<file path="src/rtl/ex_muldiv_hilo_if.sv">
// ID/EX-side bundle for the iterative multiply/divide unit and its HI/LO outputs.
// The master drives operands and control; the slave is ex_muldiv_hilo.
interface ex_muldiv_hilo_if #(
  parameter int WIDTH = 32
);
  logic             Start_In;
  logic [3:0]       Op_In;
  logic [WIDTH-1:0] A_In;
  logic [WIDTH-1:0] B_In;
  logic             Flush_In;
  logic [WIDTH-1:0] HI_Out;
  logic [WIDTH-1:0] LO_Out;
  logic             Busy_Out;
  logic             Done_Out;
  logic             Stall_Out;

  modport master (
    output Start_In, Op_In, A_In, B_In, Flush_In,
    input  HI_Out, LO_Out, Busy_Out, Done_Out, Stall_Out
  );

  modport slave (
    input  Start_In, Op_In, A_In, B_In, Flush_In,
    output HI_Out, LO_Out, Busy_Out, Done_Out, Stall_Out
  );
endinterface

</file>
<file path="src/rtl/ex_muldiv_hilo.sv">
// EX-stage iterative MULT/MULTU/DIV/DIVU (+ MADD/MSUB when MULDIV_ACC_EN is defined)
// with architectural HI/LO; one iteration per clock, sign fix-up in a final FIX cycle.
module ex_muldiv_hilo #(
  parameter int WIDTH = 32
) (
  input logic            Clk,
  input logic            Rst_n,
  ex_muldiv_hilo_if.slave bus
);
  localparam int CW = $clog2(WIDTH);
  localparam logic [CW-1:0] CNT_MAX = CW'(WIDTH - 1);

  localparam logic [1:0] S_IDLE = 2'd0;
  localparam logic [1:0] S_MUL  = 2'd1;
  localparam logic [1:0] S_DIV  = 2'd2;
  localparam logic [1:0] S_FIX  = 2'd3;

  localparam logic [3:0] OP_MULT  = 4'd1;
  localparam logic [3:0] OP_MULTU = 4'd2;
  localparam logic [3:0] OP_DIV   = 4'd3;
  localparam logic [3:0] OP_DIVU  = 4'd4;
  localparam logic [3:0] OP_MADD  = 4'd5;
  localparam logic [3:0] OP_MSUB  = 4'd6;
  localparam logic [3:0] OP_MTHI  = 4'd7;
  localparam logic [3:0] OP_MTLO  = 4'd8;

  logic [1:0]         state_q,   state_d;
  logic [CW-1:0]      cnt_q,     cnt_d;
  logic [3:0]         op_q,      op_d;
  logic [WIDTH-1:0]   a_q,       a_d;
  logic [WIDTH-1:0]   mag_a_q,   mag_a_d;
  logic [WIDTH-1:0]   mag_b_q,   mag_b_d;
  logic               neg_a_q,   neg_a_d;
  logic               neg_b_q,   neg_b_d;
  logic [2*WIDTH-1:0] res_q,     res_d;
  logic [WIDTH-1:0]   hi_q,      hi_d;
  logic [WIDTH-1:0]   lo_q,      lo_d;
  logic               done_q,    done_d;

  logic               in_long, in_div, in_signed;
  logic [WIDTH:0]     rem_sh, rem_sub;
  logic               rem_ge;
  logic [2*WIDTH-1:0] prod, hilo;
  logic [WIDTH-1:0]   quo, rem;

  // Op 5/6 only count as long ops when the accumulate path is built in.
  always_comb begin
    in_long = (bus.Op_In >= OP_MULT) && (bus.Op_In <= OP_DIVU);
`ifdef MULDIV_ACC_EN
    in_long = in_long || (bus.Op_In == OP_MADD) || (bus.Op_In == OP_MSUB);
`endif
    in_div    = (bus.Op_In == OP_DIV) || (bus.Op_In == OP_DIVU);
    in_signed = (bus.Op_In == OP_MULT) || (bus.Op_In == OP_DIV) ||
                (bus.Op_In == OP_MADD) || (bus.Op_In == OP_MSUB);
  end

  // NOTE: every always_comb output gets a default first so no path can infer a latch.
  always_comb begin
    state_d = state_q;
    cnt_d   = cnt_q;
    op_d    = op_q;
    a_d     = a_q;
    mag_a_d = mag_a_q;
    mag_b_d = mag_b_q;
    neg_a_d = neg_a_q;
    neg_b_d = neg_b_q;
    res_d   = res_q;
    hi_d    = hi_q;
    lo_d    = lo_q;
    done_d  = 1'b0;
    rem_sh  = '0;
    rem_sub = '0;
    rem_ge  = 1'b0;
    prod    = '0;
    hilo    = '0;
    quo     = '0;
    rem     = '0;

    case (state_q)
      S_IDLE: begin
        if (bus.Start_In) begin
          if (bus.Op_In == OP_MTHI) begin
            hi_d = bus.A_In;
          end else if (bus.Op_In == OP_MTLO) begin
            lo_d = bus.A_In;
          end else if (in_long) begin
            state_d = in_div ? S_DIV : S_MUL;
            cnt_d   = CNT_MAX;
            op_d    = bus.Op_In;
            a_d     = bus.A_In;
            neg_a_d = in_signed & bus.A_In[WIDTH-1];
            neg_b_d = in_signed & bus.B_In[WIDTH-1];
            mag_a_d = neg_a_d ? -bus.A_In : bus.A_In;
            mag_b_d = neg_b_d ? -bus.B_In : bus.B_In;
            res_d   = '0;
          end
        end
      end
      S_MUL: begin
        // MSB-first shift-add: double the partial product, add A when this B bit is set.
        res_d = {res_q[2*WIDTH-2:0], 1'b0} +
                (mag_b_q[cnt_q] ? {{WIDTH{1'b0}}, mag_a_q} : {2*WIDTH{1'b0}});
        if (cnt_q == '0) state_d = S_FIX;
        else             cnt_d   = cnt_q - 1'b1;
      end
      S_DIV: begin
        // Restoring step: remainder lives in the upper half, quotient bits shift into the lower.
        rem_sh  = {res_q[2*WIDTH-1:WIDTH], mag_a_q[cnt_q]};
        rem_ge  = rem_sh >= {1'b0, mag_b_q};
        rem_sub = rem_ge ? rem_sh - {1'b0, mag_b_q} : rem_sh;
        res_d   = {rem_sub[WIDTH-1:0], res_q[WIDTH-2:0], rem_ge};
        if (cnt_q == '0) state_d = S_FIX;
        else             cnt_d   = cnt_q - 1'b1;
      end
      default: begin
        if ((op_q == OP_DIV) || (op_q == OP_DIVU)) begin
          quo = (neg_a_q ^ neg_b_q) ? -res_q[WIDTH-1:0] : res_q[WIDTH-1:0];
          rem = neg_a_q ? -res_q[2*WIDTH-1:WIDTH] : res_q[2*WIDTH-1:WIDTH];
          if (mag_b_q == '0) begin
            quo = '1;
            rem = a_q;
          end
          hilo = {rem, quo};
        end else begin
          prod = (neg_a_q ^ neg_b_q) ? -res_q : res_q;
          hilo = prod;
`ifdef MULDIV_ACC_EN
          if (op_q == OP_MADD)      hilo = {hi_q, lo_q} + prod;
          else if (op_q == OP_MSUB) hilo = {hi_q, lo_q} - prod;
`endif
        end
        hi_d    = hilo[2*WIDTH-1:WIDTH];
        lo_d    = hilo[WIDTH-1:0];
        done_d  = 1'b1;
        state_d = S_IDLE;
      end
    endcase

    // Flush abandons an in-flight op without touching HI/LO; it has no meaning in IDLE.
    if (bus.Flush_In && (state_q != S_IDLE)) begin
      state_d = S_IDLE;
      hi_d    = hi_q;
      lo_d    = lo_q;
      done_d  = 1'b0;
    end
  end

  // NOTE: every flop, including the iteration datapath, is cleared by the async reset so an
  // op killed mid-flight leaves no stale partial result; sequential state uses <= only.
  always_ff @(posedge Clk or negedge Rst_n) begin
    if (!Rst_n) begin
      state_q <= S_IDLE;
      cnt_q   <= '0;
      op_q    <= '0;
      a_q     <= '0;
      mag_a_q <= '0;
      mag_b_q <= '0;
      neg_a_q <= 1'b0;
      neg_b_q <= 1'b0;
      res_q   <= '0;
      hi_q    <= '0;
      lo_q    <= '0;
      done_q  <= 1'b0;
    end else begin
      state_q <= state_d;
      cnt_q   <= cnt_d;
      op_q    <= op_d;
      a_q     <= a_d;
      mag_a_q <= mag_a_d;
      mag_b_q <= mag_b_d;
      neg_a_q <= neg_a_d;
      neg_b_q <= neg_b_d;
      res_q   <= res_d;
      hi_q    <= hi_d;
      lo_q    <= lo_d;
      done_q  <= done_d;
    end
  end

  assign bus.HI_Out    = hi_q;
  assign bus.LO_Out    = lo_q;
  assign bus.Busy_Out  = (state_q != S_IDLE);
  assign bus.Done_Out  = done_q;
  assign bus.Stall_Out = bus.Busy_Out | (bus.Start_In & in_long & (state_q == S_IDLE));
endmodule

</file>
<file path="src/flat_wrapper.sv">
// flat-port wrapper written by rule: the top's interface ports become plain ports
module ex_muldiv_hilo_flat 
#(
  parameter int WIDTH = 32
)
  (Clk, Rst_n, bus_Start_In, bus_Op_In, bus_A_In, bus_B_In, bus_Flush_In, bus_HI_Out, bus_LO_Out, bus_Busy_Out, bus_Done_Out, bus_Stall_Out);
  ex_muldiv_hilo_if #(.WIDTH(WIDTH)) bus_i ();
  input logic Clk;
  input logic Rst_n;
  input wire logic [$bits(bus_i.Start_In)-1:0] bus_Start_In;
  input wire logic [$bits(bus_i.Op_In)-1:0] bus_Op_In;
  input wire logic [$bits(bus_i.A_In)-1:0] bus_A_In;
  input wire logic [$bits(bus_i.B_In)-1:0] bus_B_In;
  input wire logic [$bits(bus_i.Flush_In)-1:0] bus_Flush_In;
  output wire logic [$bits(bus_i.HI_Out)-1:0] bus_HI_Out;
  output wire logic [$bits(bus_i.LO_Out)-1:0] bus_LO_Out;
  output wire logic [$bits(bus_i.Busy_Out)-1:0] bus_Busy_Out;
  output wire logic [$bits(bus_i.Done_Out)-1:0] bus_Done_Out;
  output wire logic [$bits(bus_i.Stall_Out)-1:0] bus_Stall_Out;
  assign bus_i.Start_In = bus_Start_In;
  assign bus_i.Op_In = bus_Op_In;
  assign bus_i.A_In = bus_A_In;
  assign bus_i.B_In = bus_B_In;
  assign bus_i.Flush_In = bus_Flush_In;
  assign bus_HI_Out = bus_i.HI_Out;
  assign bus_LO_Out = bus_i.LO_Out;
  assign bus_Busy_Out = bus_i.Busy_Out;
  assign bus_Done_Out = bus_i.Done_Out;
  assign bus_Stall_Out = bus_i.Stall_Out;
  ex_muldiv_hilo #(.WIDTH(WIDTH)) u_core (.Clk(Clk), .Rst_n(Rst_n), .bus(bus_i));
endmodule
</file>
<file path="config.mk">
export PLATFORM = sky130hd
export DESIGN_NAME = ex_muldiv_hilo_flat
export DESIGN_NICKNAME = d
export VERILOG_FILES = /design/src/rtl/ex_muldiv_hilo_if.sv /design/src/rtl/ex_muldiv_hilo.sv /design/src/flat_wrapper.sv
export SDC_FILE = /design/constraint.sdc
export NUM_CORES = 1
export LEC_CHECK = 0
export ABC_AREA = 0
export CAP_MARGIN = 15
export CORE_UTILIZATION = 61
export CTS_CLUSTER_SIZE = 14
export DETAILED_ROUTE_END_ITERATION = 10
export PLACE_DENSITY = 0.83
export SLEW_MARGIN = 0
export SYNTH_ARGS = -nofsm -noshare
export SYNTH_HDL_FRONTEND = slang
export SYNTH_SLANG_ARGS = --single-unit
</file>
<file path="constraint.sdc">
create_clock -name Clk -period 6.5 [get_ports Clk]
set_input_delay 1.3 -clock Clk [delete_from_list [all_inputs] [get_ports Clk]]
set_output_delay 1.3 -clock Clk [all_outputs]
set_load 0.005 [all_outputs]
</file>
==> results.md <==
- Status: finished, final reports clean
- Final Routed Wirelength: 66200 um
- Hold path start: u_core.bus.HI_Out[26]
- Final Util: 0.708
- Leading post-synthesis cells by cell area: dfrtp_1 32%, nand2_1 7.7%, o21ai_0 5.9%, ha_1 5.0%, xor2_1 5.0%
- Postcts setup bufs: 0
- P&R area growth vs syn: 13.0%
- DRC errors left: 0
- Max-slew violation count: 0
- #FFs+latches synth: 237
- Cell area power density: 490 nW/um^2
- Fin nets: ~2500
- Area fraction of the dominant cell type after synthesis: 0.316
- TritonRoute pass-1 iters: 6
- Vias per Instance: 6.82
- Clock slew at reported path FFs: ~0.060 ns
- Critical Path Fanout Max: 32
- First-pass GRT wire length: approximately 100000 um
- Synth Cell Area: 18800 sq um
- Die ar.: between 30000 and 40000 sq um
- Row cnt: 63
- Synth Area in XOR/XNOR: 0.0947
- Post-DP HPWL: 48100 um
- Post-synth ARST share: 1.00
- Worst slew margin: 0.304
- Cells on worst reg2reg path: 16
- Detailed-route via count: about 19000
- TritonCTS clock tree: yes
- Final setup vio count: 0
- Worst Setup SP: u_core.cnt_q[0]
- H-tree levels: 1
- CP endpoint kind: flip-flop
- Skew-Pair Late Insertion Delay: about 0.56 ns
- RSZ-0062 raised after global routing: no
- Adder-Cell Fraction of Synth Area: 0.0521
- Required time of the critical path: 6.94 ns
- Total power: 10.4 mW
- Initial core utilization: 0.626
- Mux cell area share after synthesis: 0.0354
- Layout cells sized above 1: 0.0599
- Clock Tree Buf Depth: 3
- Die Ht: about 180 um
- Startpoint types: flip-flop
- Top FF cell, synth: dfrtp_1
- Placer's final routability congestion estimate: around 0.99
- Min Hold Slack: between 0.4 and 0.5 ns
- Post-synth EDFFs: 0
- Max frequency: approximately 170 MHz
- Finished Cell Area: ~21000 sq um
- Hold path depth: 2
- Worst IR drop on VDD: just over 0.0003 V
- Drt wl/cell: roughly 24 um
- Post-layout min period: 5.97 ns
- Leading area contributor after synthesis: dfrtp_1
- Largest net degree at the start of global routing: approximately 150
- Setup TNS: 0 ns
- # diodes: 0
- Hold buffers post-CTS: 0
- Fin Clk Skew: roughly 0.023 ns
- Simple-gate portion of the synthesized area: 0.212
- Vias in the first global route: ~18000
- Clock Tree Root: clkbuf_16
- Post_cts resized: 0
- Mapped Cells: around 2400
- Hold EP: u_core.bus.HI_Out[26]
- Chip width: between 150 and 200 um
- Crit Reg-Reg Endpoint: u_core.res_q[34]
- Total GRT Usage: 0.418
- Min-Delay Path Class: reg2reg
- Total grt overflow: 0
- Clock tree sinks: 237
- Main combinational cell family by area after synthesis: compound AO/OA/AOI/OAI gates
- R2r setup slk: between 0.5 and 0.6 ns
- Core region area: 30000 sq um
- Max incr delay on CP: 0.79 ns
- IO Pins: approximately 140
- CP arrival: between 6 and 7 ns
- Crit-path slowest cell: dfrtp_1
- Register area share after synthesis: 0.316
- DP Area: about 20000 sq um
- Final Cycle Share: 0.919
- Syn. warnings: 0
- TritonCTS Buffers: 26
- Distinct cells, synth: 87
- Antenna viol nets, final: 0
- Total nets after synthesis: approximately 2500
- Max-Cap Viols: 0
- Port Buffers: 138
- Initial drt markers: 2240
- Worst r2r src: u_core.cnt_q[0]
- Synth Area per Inst: approximately 8 sq um
- Leakage: a little over 9 nW
- CP Cell Sequence: buf_4, mux4_2, mux4_2, mux2i_2, buf_4, nor2b_1, ha_1, o211ai_1, o21ai_0, o2111ai_1, a211o_1, o21a_1, a31oi_2, o211ai_1, xnor2_1, a221o_1
- WS Path Type: reg2reg
- Compound-Gate Fraction of Synth Area: 0.240
- Slew @ Worst Pin: around 1.0 ns
- Final hold viol count: 0
- Initial antenna violation count: 1
## per-stage QoR
step	setup slack (ns)	cells
floorplan	1.44	2353
global placement	0.806	2747
detailed placement	0.645	2747
CTS	0.618	2795
global route	0.249	2795
finish	0.527	2795
## metal layers
layer  up-vias  GRT usage  share of wire
li1       8524          -              -
met1      9138      0.521           0.38
met2      1139      0.671           0.46
met3       269     0.0739          0.096
met4         0      0.260          0.070
met5         -          0              0
## layout by cell type (no fill, tap or decap), types with 31 or more instances in the layout
master,n
o22ai_1,33
nor2_1,162
a31oi_1,32
a21o_1,31
inv_1,71
a22oi_1,34
a21oi_1,153
o21ai_0,223
nand2_1,386
xor2_1,107
clkdlybuf4s50_1,137
nor3_1,31
nor2b_1,40
dfrtp_1,237
xnor2_1,95
ha_1,74
nand3_1,45
buf_4,31
## synth_stat cells, types with 22 or more instances
cell type / n
inv_1: 72
o22ai_1: 33
ha_1: 75
a22oi_1: 34
dfrtp_1: 237
xnor2_1: 96
nand2_1: 386
clkbuf_1: 147
o21ai_0: 223
a31oi_1: 32
a21oi_1: 154
nor3_1: 31
a21o_1: 31
nand3_1: 46
o31ai_1: 27
nor2_1: 162
and3_1: 22
nor2b_1: 40
xor2_1: 107
nor4_1: 26
o211ai_1: 25
## kinds of logic after synthesis
| kind of cell | count (synthesis) |
|---|---|
| AO/OA/AOI/OAI | 716 |
| XOR/XNOR | 203 |
| adder cells (fa/ha/maj) | 77 |
| buffers and inverters | 239 |
| flip-flops | 237 |
| multiplexers | 41 |
| AND/OR/NAND/NOR | 840 |
## worst max-delay path, delay by kind of cell (launching register included)
family	cells	cell delay (ns)
xor gates and xnor gates	1	0.16
AOI/OAI and AO/OA	8	2.42
and+or+nand+nor	1	0.11
buffers and inverters	2	0.72
DFF	1	0.79
adders and majority gates	1	0.37
muxes	3	1.26
## worst max path at each step
| stage | slack [ns] | cells after the start | end |
|---|---|---|---|
| floorplan | 1.44 | 18 | u_core.res_q[63] |
| global placement | 0.81 | 16 | u_core.res_q[34] |
| detailed placement | 0.65 | 16 | u_core.res_q[34] |
| CTS | 0.62 | 16 | u_core.res_q[34] |
| global route | 0.25 | 16 | u_core.res_q[34] |
| finish | 0.53 | 16 | u_core.res_q[34] |
## registers in the layout, indices dropped and copies added, names as in the netlist
register	flops
u_core.neg_b_q	1
u_core.op_q	4
u_core.state_q	2
u_core.mag_b_q	32
u_core.bus.Done_Out	1
u_core.cnt_q	5
u_core.neg_a_q	1
u_core.bus.LO_Out	32
u_core.res_q	64
u_core.bus.HI_Out	32
u_core.a_q	31
u_core.mag_a_q	32
## power breakdown
group	internal, mW	leakage, nW	switching, mW
registers	2.03	3.04	0.692
clock network	0.922	0.443	0.648
logic	2.36	5.79	3.73
## layout make-up
class,count,area [sq um]
clock buffer,34,741
tap,390,488
fill,2407,8760
timing repair buffer,170,1640
clock inverter,14,164
multi-input combinational,1877,12000
sequential,237,5930
inverter,73,274
No activity file was read; power rests on OpenSTA's default activity.
